===== src/rtl/alu_funct_pkg.sv =====
// Shared funct encodings and dispatch FSM state encoding for the ALU front end.
// Imported by the dispatch controller, the result mux and the decoder.
package alu_funct_pkg;

  localparam logic [5:0] FUNCT_AND  = 6'b100100;
  localparam logic [5:0] FUNCT_OR   = 6'b100101;
  localparam logic [5:0] FUNCT_ADD  = 6'b100000;
  localparam logic [5:0] FUNCT_SUB  = 6'b100010;
  localparam logic [5:0] FUNCT_SLT  = 6'b101010;
  localparam logic [5:0] FUNCT_SRL  = 6'b000010;
  localparam logic [5:0] FUNCT_DIVU = 6'b011011;
  localparam logic [5:0] FUNCT_MFHI = 6'b010000;
  localparam logic [5:0] FUNCT_MFLO = 6'b010010;

  typedef enum logic [1:0] {
    ST_IDLE  = 2'd0,
    ST_ISSUE = 2'd1,
    ST_DIV   = 2'd2,
    ST_DONE  = 2'd3
  } state_t;

  function automatic logic is_legal_funct(input logic [5:0] f);
    logic ok;
    case (f)
      FUNCT_AND, FUNCT_OR, FUNCT_ADD, FUNCT_SUB, FUNCT_SLT,
      FUNCT_SRL, FUNCT_DIVU, FUNCT_MFHI, FUNCT_MFLO: ok = 1'b1;
      default:                                       ok = 1'b0;
    endcase
    return ok;
  endfunction

endpackage


===== src/rtl/divu_serial.sv =====
// Serial restoring unsigned divider, one quotient bit per cycle, MSB first.
// The first step is folded into the start cycle, so done rises WIDTH cycles after start.
module divu_serial
  import alu_funct_pkg::*;
#(
  parameter int WIDTH = 32,
  parameter int CNT_W = $clog2(WIDTH) + 1
) (
  input  logic             clk,
  input  logic             rst_n,
  input  logic             start,
  input  logic [WIDTH-1:0] dividend,
  input  logic [WIDTH-1:0] divisor,
  output logic             done,
  output logic [WIDTH-1:0] quotient,
  output logic [WIDTH-1:0] remainder
);

  logic [WIDTH-1:0] r_dvd;
  logic [WIDTH-1:0] r_dvs;
  logic [WIDTH-1:0] r_rem;
  logic [WIDTH-1:0] r_quot;
  logic [CNT_W-1:0] r_cnt;
  logic             r_busy;

  logic [WIDTH-1:0] w_rem_in;
  logic [WIDTH-1:0] w_dvs;
  logic             w_bit;
  logic [WIDTH:0]   w_shift;
  logic             w_ge;
  logic [WIDTH-1:0] w_rem_next;
  logic             w_last;

  // On start the step works on the incoming operands with a zero partial remainder.
  assign w_rem_in = start ? '0 : r_rem;
  assign w_dvs    = start ? divisor : r_dvs;
  assign w_bit    = start ? dividend[WIDTH-1] : r_dvd[WIDTH-1];

  // Shifted partial remainder needs one extra bit before the compare.
  assign w_shift  = {w_rem_in, w_bit};
  assign w_ge     = (w_shift >= {1'b0, w_dvs});
  // When w_ge holds the true difference is below the divisor, so WIDTH bits suffice.
  assign w_rem_next = w_ge ? (w_shift[WIDTH-1:0] - w_dvs) : w_shift[WIDTH-1:0];

  assign w_last = (r_cnt == CNT_W'(WIDTH));

  always_ff @(posedge clk or negedge rst_n) begin
    if (!rst_n) begin
      r_dvd  <= '0;
      r_dvs  <= '0;
      r_rem  <= '0;
      r_quot <= '0;
      r_cnt  <= '0;
      r_busy <= 1'b0;
    end else if (start) begin
      r_dvd  <= {dividend[WIDTH-2:0], 1'b0};
      r_dvs  <= divisor;
      r_rem  <= w_rem_next;
      r_quot <= {{(WIDTH-1){1'b0}}, w_ge};
      r_cnt  <= CNT_W'(1);
      r_busy <= 1'b1;
    end else if (r_busy) begin
      if (w_last) begin
        r_busy <= 1'b0;
      end else begin
        r_dvd  <= {r_dvd[WIDTH-2:0], 1'b0};
        r_rem  <= w_rem_next;
        r_quot <= {r_quot[WIDTH-2:0], w_ge};
        r_cnt  <= r_cnt + CNT_W'(1);
      end
    end
  end

  assign done      = r_busy && w_last;
  assign quotient  = r_quot;
  assign remainder = r_rem;

endmodule


===== src/rtl/alu_dispatch_ctrl.sv =====
// ALU issue/sequencing controller: funct handshake, result-mux select, HI/LO and serial DIVU.
// Optional DIV_ZERO_TRAP_EN: DIVU by zero completes in one cycle with div_zero and HI/LO untouched.
module alu_dispatch_ctrl
  import alu_funct_pkg::*;
#(
  parameter int WIDTH = 32
) (
  input  logic             clk,
  input  logic             rst_n,
  input  logic             in_valid,
  output logic             in_ready,
  input  logic [5:0]       funct,
  input  logic [WIDTH-1:0] op_a,
  input  logic [WIDTH-1:0] op_b,
  output logic [5:0]       sel_funct,
  output logic             out_valid,
  output logic [WIDTH-1:0] hi_out,
  output logic [WIDTH-1:0] lo_out,
  output logic             illegal,
  output logic             div_zero,
  output logic [1:0]       o_dbg_state
);

  localparam int CNT_W = $clog2(WIDTH) + 1;

  // Handshake: an op transfers on a cycle with in_valid && in_ready; in_ready is
  // high only in IDLE, and the requester holds funct/op_a/op_b stable until then.

  state_t           r_state;
  state_t           w_next_state;
  logic [5:0]       r_sel_funct;
  logic             r_illegal;
  logic             r_div_zero;
  logic [WIDTH-1:0] r_hi;
  logic [WIDTH-1:0] r_lo;

  logic             w_accept;
  logic             w_is_divu;
  logic             w_dz;
  logic             w_div_start;
  logic             w_div_done;
  logic [WIDTH-1:0] w_quot;
  logic [WIDTH-1:0] w_rem;

  assign w_accept  = in_valid && in_ready;
  assign w_is_divu = (funct == FUNCT_DIVU);

`ifdef DIV_ZERO_TRAP_EN
  assign w_dz = w_is_divu && (op_b == '0);
`else
  assign w_dz = 1'b0;
`endif

  assign w_div_start = w_accept && w_is_divu && !w_dz;

  divu_serial #(
    .WIDTH (WIDTH),
    .CNT_W (CNT_W)
  ) u_divu (
    .clk       (clk),
    .rst_n     (rst_n),
    .start     (w_div_start),
    .dividend  (op_a),
    .divisor   (op_b),
    .done      (w_div_done),
    .quotient  (w_quot),
    .remainder (w_rem)
  );

  always_ff @(posedge clk or negedge rst_n) begin
    if (!rst_n) r_state <= ST_IDLE;
    else        r_state <= w_next_state;
  end

  always_comb begin
    w_next_state = r_state;
    case (r_state)
      ST_IDLE: begin
        if (w_accept) begin
          if (w_is_divu) w_next_state = w_dz ? ST_DONE : ST_DIV;
          else           w_next_state = ST_ISSUE;
        end
      end
      ST_ISSUE: w_next_state = ST_IDLE;
      ST_DIV:   if (w_div_done) w_next_state = ST_DONE;
      ST_DONE:  w_next_state = ST_IDLE;
      default:  w_next_state = ST_IDLE;
    endcase
  end

  always_comb begin
    in_ready  = 1'b0;
    out_valid = 1'b0;
    illegal   = 1'b0;
    div_zero  = 1'b0;
    case (r_state)
      ST_IDLE:  in_ready = 1'b1;
      ST_ISSUE: begin
        out_valid = 1'b1;
        illegal   = r_illegal;
      end
      ST_DONE: begin
        out_valid = 1'b1;
        div_zero  = r_div_zero;
      end
      default: ;
    endcase
  end

  // Op attributes are captured at accept and qualified by state on the outputs.
  always_ff @(posedge clk or negedge rst_n) begin
    if (!rst_n) begin
      r_sel_funct <= '0;
      r_illegal   <= 1'b0;
      r_div_zero  <= 1'b0;
    end else if (w_accept) begin
      r_sel_funct <= funct;
      r_illegal   <= !is_legal_funct(funct);
      r_div_zero  <= w_dz;
    end
  end

  // HI/LO land on the DIV->DONE edge so they are already valid alongside out_valid.
  always_ff @(posedge clk or negedge rst_n) begin
    if (!rst_n) begin
      r_hi <= '0;
      r_lo <= '0;
    end else if ((r_state == ST_DIV) && w_div_done) begin
      r_hi <= w_rem;
      r_lo <= w_quot;
    end
  end

  assign sel_funct   = r_sel_funct;
  assign hi_out      = r_hi;
  assign lo_out      = r_lo;
  assign o_dbg_state = r_state;

endmodule


===== config.mk =====
export PLATFORM = sky130hd
export DESIGN_NAME = alu_dispatch_ctrl
export DESIGN_NICKNAME = d
export VERILOG_FILES = /design/src/rtl/alu_funct_pkg.sv /design/src/rtl/divu_serial.sv /design/src/rtl/alu_dispatch_ctrl.sv
export SDC_FILE = /design/constraint.sdc
export NUM_CORES = 1
export LEC_CHECK = 0
export CORE_UTILIZATION = 50
export CTS_BUF_LIST = sky130_fd_sc_hd__clkbuf_8
export DETAILED_ROUTE_END_ITERATION = 12
export PLACE_DENSITY = 0.83
export SYNTH_ARGS = -nofsm -noshare
export SYNTH_HDL_FRONTEND = slang
export SYNTH_SLANG_ARGS = --single-unit

===== constraint.sdc =====
create_clock -name clk -period 3.8 [get_ports clk]
set_input_delay 0.76 -clock clk [delete_from_list [all_inputs] [get_ports clk]]
set_output_delay 0.76 -clock clk [all_outputs]
set_load 0.03 [all_outputs]

* After elaboration in Yosys (flattened, before gate mapping)
Index checks and enable logic that the tools add are counted.
** Storage, ports and cells
- Bits in registers :: 208
- Input port bits :: 73
- Output and inout bits :: 76
- Logic and storage cells :: 69
** Operators by class
- Add/sub/neg operators :: 2
- Magnitude comparators :: 1
- Eq/ne operators :: 16
- Multiplexer cells :: 28
- Reductions and logical operators :: 11
** Operators with widths (count)
- two-way mux 32 bit :: 12
- == test 6 bit (second input constant) :: 6
- greater-or-equal comparator 33 x 32 -> 1 bit :: 1
- subtractor 32 bit :: 1
- == test 6 x 5 -> 1 bit (second input constant) :: 3
- two-way mux 6 bit :: 3
- two-way mux 1 bit :: 9
- OR reduction 9 bit :: 1
- adder 6 x 1 -> 6 bit (second input constant) :: 1
- == test 6 x 2 -> 1 bit (second input constant) :: 1
- two-way mux 2 bit :: 3
- case mux 2 bit (3 select lines) :: 1
- == test 2 bit (second input constant) :: 2
- logical AND 1 bit :: 4
- inequality test 2 bit (second input constant) :: 2
- AND reduction 2 bit :: 2
- == test 2 x 1 -> 1 bit (second input constant) :: 1
- zero test 2 bit :: 1
- inequality test 2 x 1 -> 1 bit (second input constant) :: 1
- nonzero test 2 bit :: 1
- OR reduction 2 bit :: 1
- zero test 1 bit :: 1

* Longest topological paths before layout
- Word-level depth :: 10
- Mapped depth :: 20
- Depth with buffers taken out :: 17

* Hierarchy
A second synthesis with hierarchy kept.
** Second synthesis, totals
- Cell total of the unflattened synthesis :: 1000
- Area total of the unflattened synthesis :: 10755.3 µm²
** By module, submodules not included
- divu_serial :: instances 1, cells an instance 822, area an instance 7738.7 µm², sequential area each 3353.2 µm²
- alu_dispatch_ctrl :: instances 1, cells an instance 178, area an instance 3016.6 µm², sequential area each 1826.8 µm²

* Worst setup path after synthesis
Ideal clock, no wire load.
- Kind :: reg2reg
- Start point :: register r_state[1], in the netlist o_dbg_state[1]
- End point :: register u_divu.r_rem[28], in the netlist u_divu.remainder[28]
- Setup time :: 0.138 ns
- Arrival :: 4.131 ns
- Data required time :: 3.662 ns
- Slack :: -0.469 ns
- Stages on the path, launching flop included :: 19
- Buffers on the path :: 1
- Clock period less this slack :: 4.269 ns
- Path through :: dfrtp_1 > nor2_2 > nand2_1 > nor2_1 > clkbuf_1 > nand2_1 > nand2_1 > ha_1 > inv_1 > fa_1 > a21o_1 > a221oi_2 > o2111ai_1 > nor2b_4 > a311o_1 > nand4_1 > a31oi_1 > xnor2_1 > o22ai_1
** Between the ends
- Cells in the longest elaborated chain, start to end :: 10
- Elaborated cells between the ends (all ways) :: 16
- Classes of those cells :: add/sub (1); order compare (1); eq/ne (1); mux (8); reduce/logical (5)
** RTL lines
- start, declared :: RTL line alu_dispatch_ctrl.sv:29 : state_t r_state;
- start signal, assigned :: RTL line alu_dispatch_ctrl.sv:72 : else r_state <= w_next_state;
- zero test 2 bit * :: RTL line alu_dispatch_ctrl.sv:96 : case (r_state)
- two-way mux 1 bit * :: RTL line alu_dispatch_ctrl.sv:96
- named net in_ready :: RTL line alu_dispatch_ctrl.sv:11 : output logic in_ready,
- logical AND 1 bit * :: RTL line alu_dispatch_ctrl.sv:45 : assign w_accept = in_valid && in_ready;
- logical AND 1 bit * :: RTL line alu_dispatch_ctrl.sv:54 : assign w_div_start = w_accept && w_is_divu && !w_dz;
- two-way mux 32 bit * :: RTL line divu_serial.sv:36 : assign w_dvs = start ? divisor : r_dvs;
- named net u_divu.w_dvs[0] :: RTL line divu_serial.sv:27 : logic [WIDTH-1:0] w_dvs;
- subtractor 32 bit / greater-or-equal comparator 33 x 32 -> 1 bit (equally long branches) :: RTL line divu_serial.sv:43, divu_serial.sv:41
- two-way mux 32 bit * :: RTL line divu_serial.sv:43 : assign w_rem_next = w_ge ? (w_shift[WIDTH-1:0] - w_dvs) : w_shift[WIDTH-1:0];
- two-way mux 32 bit :: RTL line divu_serial.sv:63 : if (w_last) begin
- two-way mux 32 bit :: RTL line divu_serial.sv:62 : end else if (r_busy) begin
- two-way mux 32 bit * :: RTL line divu_serial.sv:55 : end else if (start) begin
- end signal, assigned :: RTL line divu_serial.sv:58 : r_rem <= w_rem_next;
- end signal, assigned :: RTL line divu_serial.sv:67 : r_rem <= w_rem_next;
- end, declared :: RTL line divu_serial.sv:21 : logic [WIDTH-1:0] r_rem;
Mark *: on every way through the listed nets, which the timed path passes. The rest lies on a longest branch. The select of a mux whose other input is x is not followed.
A chain may end at the register's enable or synchronous reset.

* Worst setup path in the final report
- Start point :: input funct[4]
- End point :: register u_divu.r_rem[24], in the netlist u_divu.remainder[24]
** Between the ends
- Cells in the longest elaborated chain, start to end :: 8
- Elaborated cells between the ends (all ways) :: 14
- Classes of those cells :: add/sub (1); order compare (1); eq/ne (2); mux (7); reduce/logical (3)
** RTL lines
- start, declared :: RTL line alu_dispatch_ctrl.sv:12 : input logic [5:0] funct,
- == test 6 x 5 -> 1 bit * :: RTL line alu_dispatch_ctrl.sv:46 : assign w_is_divu = (funct == FUNCT_DIVU);
- logical AND 1 bit * :: RTL line alu_dispatch_ctrl.sv:54
- two-way mux 1 bit, or another cell as far along :: RTL line divu_serial.sv:37 : assign w_bit = start ? dividend[WIDTH-1] : r_dvd[WIDTH-1];
- subtractor 32 bit / greater-or-equal comparator 33 x 32 -> 1 bit (equally long branches) :: RTL line divu_serial.sv:43, divu_serial.sv:41
- two-way mux 32 bit :: RTL line divu_serial.sv:43
- two-way mux 32 bit :: RTL line divu_serial.sv:63
- two-way mux 32 bit :: RTL line divu_serial.sv:62
- two-way mux 32 bit :: RTL line divu_serial.sv:55
Every way passes the cells marked *; elsewhere a longest branch is shown, timed or not. The select of a mux whose other input is x is not followed.

==> out/metrics.cfg <==
[sta]
relSlewSlack = 0.380
setup_slack_ns = 0.136
fmax_mhz = 273
timing.final.hold_violations = 0
finalClockSkew_ns = 0.0192
final.min_clock_period_ns = 3.66
final-setup-viol-count = 0
period_share = 0.964
slew_violations = 0
worst_pin_slew_ns = 0.927

[synthesis]
synth_mux_area_frac = 0.113
ys_types = 70
syn_avg_cell_area_um2 = 9.90
netlist_instances = 1061
synthSimpleGateAreaFrac = 0.151
synth_adder_area_share = 0.0424
synth_top_family_by_area = simple AND/OR/NAND/NOR gates
syn_nets = 1169
synth-seq-cells = 207
synth-main-ff-cell = dfrtp_1
synthXorXnorAreaFrac = 0.0284
ys_top_cells_by_area = dfrtp_1 49%, nand2_1 7.0%, mux2_2 6.9%
synth_warnings = 0
async_flop_share = 1.00
synth_top_area_frac = 0.493
syn_area_um2 = 10500
yosysSeqAreaShare = 0.493
yosys.area.top_type = dfrtp_1
synth_edf_count = 0
synth_compound_area_frac = 0.133

[finish]
final_cell_mix = 207 x dfrtp_1, 192 x nand2_1, 150 x buf_4, 140 x clkdlybuf4s50_1, 79 x a21oi_1
layout_commonest_cell = dfrtp_1
n_antenna_cell = 0
fin_nets = 1458
final_layout_size_suffix_gt1_frac = 0.239
syn_to_final_growth_pct = 36.1

[setup_path]
rr_startpoint = o_dbg_state[1]
reg2reg_slack_ns = 0.27
end_kind = flop
critPathRequiredTime_ns = 4.24
critPathKind = in -> reg
arrival_ns = 4.10
r2r-end = u_divu.remainder[24]
cp_max_fo = 16
startpoint_type = primary input
worstRegToRegCells = 16

[pwr]
power_leakage_uw = 0.00709
p_per_area_nw_per_um2 = 713
total_power_uw = 10200
ir_drop_uv = 389

[job]
maxCapViolCount = 0

[route]
antenna_left = 0
wire_per_inst_um = 16.4
drc = 0
via_per_inst = 5.43
wl_um = 26900
firstDrtPassIters = 5
dr_total_vias = 8915
drt_iter0_drc = 487

[placed_design]
hpwlAfterDp_um = 18500
io_buffer_count = 147
dp_slack_ns = -0.743
gp_congestion = 0.921

[clock_network]
cts_tree = done
cts.sinks = 207
root_buffer = clkbuf_8
clkTransAtPathRegs_ns = 0.06
htreeDepth = 2
cts_buffers = 36
clk_latency_ns = 0.54
cts.path.max_buffers = 3
ctsHoldBuffers = 0

[global_routing]
grt_max_degree = 108
antenna_found_initial = 0
grt_pass1_wl_um = 44200
grt_pass1_vias = 8968
grt_overflow = 0
globalRouteTotalUtil = 0.255

[floorplanning]
die_area_um2 = 21600
start_util = 0.514
fp.coreArea_um2 = 20400
fp-row-count = 52
die_h_um = 147
die_w_um = 147
io_pins = 149

[run_status]
run_status = completed

[hold_path]
hold_path_class = in -> async

==> flip-flops by register name, indices dropped and copies added (netlist names) <==
signal / cells
u_divu.r_busy: 1
o_dbg_state: 2
hi_out: 32
r_illegal: 1
u_divu.r_dvs: 32
u_divu.remainder: 32
u_divu.r_cnt: 6
u_divu.quotient: 32
u_divu.r_dvd: 31
sel_funct: 6
lo_out: 32
==> how the worst max path moves through the flow <==
stage	endpoint	slack, ns	cells past startpoint	from
global route	u_divu.remainder[24]	-0.009	18	funct[5]
finish	u_divu.remainder[24]	0.14	17	funct[4]
detailed placement	u_divu.remainder[24]	-0.74	17	funct[5]
CTS	u_divu.remainder[28]	0.001	18	funct[1]
floorplan	u_divu.remainder[0]	-0.08	17	funct[4]
global placement	u_divu.remainder[28]	-0.67	18	funct[5]
==> routing by layer <==
layer  wire length, µm  part of all wire  track usage  vias to the layer above
li1                  -                 -            -                     4239
met1             11300              0.42        0.334                     4304
met2             13100              0.49        0.427                      310
met3              1830             0.068       0.0450                       62
met4               681             0.025       0.0907                        0
met5                 0                 0            0                        -
==> Yosys cell counts (3+ instances only) <==
cell type / number
o22ai_1: 14
o21bai_1: 5
nor2_1: 69
nand4_1: 8
nand2_2: 3
o21ai_0: 13
dfrtp_1: 207
and3_1: 10
a211oi_1: 3
clkbuf_1: 44
ha_1: 34
xor2_1: 10
inv_1: 39
mux2_2: 64
a31oi_1: 33
and2_1: 37
a21oi_1: 85
buf_1: 3
nand3_1: 8
buf_2: 7
a2bb2oi_1: 15
xnor2_1: 24
o21ai_1: 9
mux2i_1: 45
buf_6: 3
nor2b_1: 5
a21o_1: 15
nand2_1: 196
==> layout make-up <==
| type | instances | area [µm²] |
|---|---|---|
| clock buffer | 39 | 537 |
| clock inverter | 20 | 125 |
| fill | 1538 | 6140 |
| inverter | 40 | 150 |
| multi-input combinational | 756 | 5120 |
| sequential | 207 | 5180 |
| tap | 270 | 338 |
| timing repair buffer | 309 | 2840 |
==> cell families after synthesis <==
logic type / count (synthesis)
buffers and inverters: 98
other: 1
AOI/OAI and AO/OA: 220
DFF: 207
muxes: 110
adders and majority gates: 35
xor gates and xnor gates: 34
and+or+nand+nor: 356
==> timing repair <==
action                                 4_1_cts  5_1_grt
resized for setup                           15       25
setup buffers                                5        4
cloned                                       1        0
endpoints found under the hold margin        0        0
setup endpoints to repair                   32       33
pin swaps                                   14       21
==> worst max-delay path: stages <==
cell           delay (ns)
dlygate4sd2_1        0.24
and4b_1              0.23
and2_4               0.17
nand2_8              0.11
buf_4                0.13
buf_6                0.15
buf_12               0.17
mux2i_2              0.29
ha_1                 0.31
and3_1               0.23
nand4_1              0.14
and2b_1              0.21
o2111ai_2            0.23
nand2_2              0.15
buf_12               0.18
a2bb2oi_1            0.15
o22ai_1              0.23
==> through the flow <==
step | TNS, ns | instance area [µm²] | hold WS (ns) | std cells | utilization
floorplan | -0.401 | 10600 | 0.441 | 1061 | -
global placement | -18.30 | 13400 | 0.458 | 1572 | 0.654
detailed placement | -21.48 | 13400 | 0.465 | 1572 | 0.654
CTS | 0 | 14200 | 0.354 | 1637 | 0.693
global route | -0.00923 | 14300 | 0.380 | 1641 | 0.699
finish | 0 | 14300 | 0.325 | 1641 | 0.699
==> report_power, final <==
part | switching, µW | leakage [µW] | internal (µW) | total, µW
combinational | 2570 | 0.00399 | 2620 | 5190
sequential | 373 | 0.00272 | 2690 | 3070
clock | 911 | 0.000381 | 1020 | 1930
total | 3850 | 0.00709 | 6330 | 10200
(Power assumes the default switching activity.)
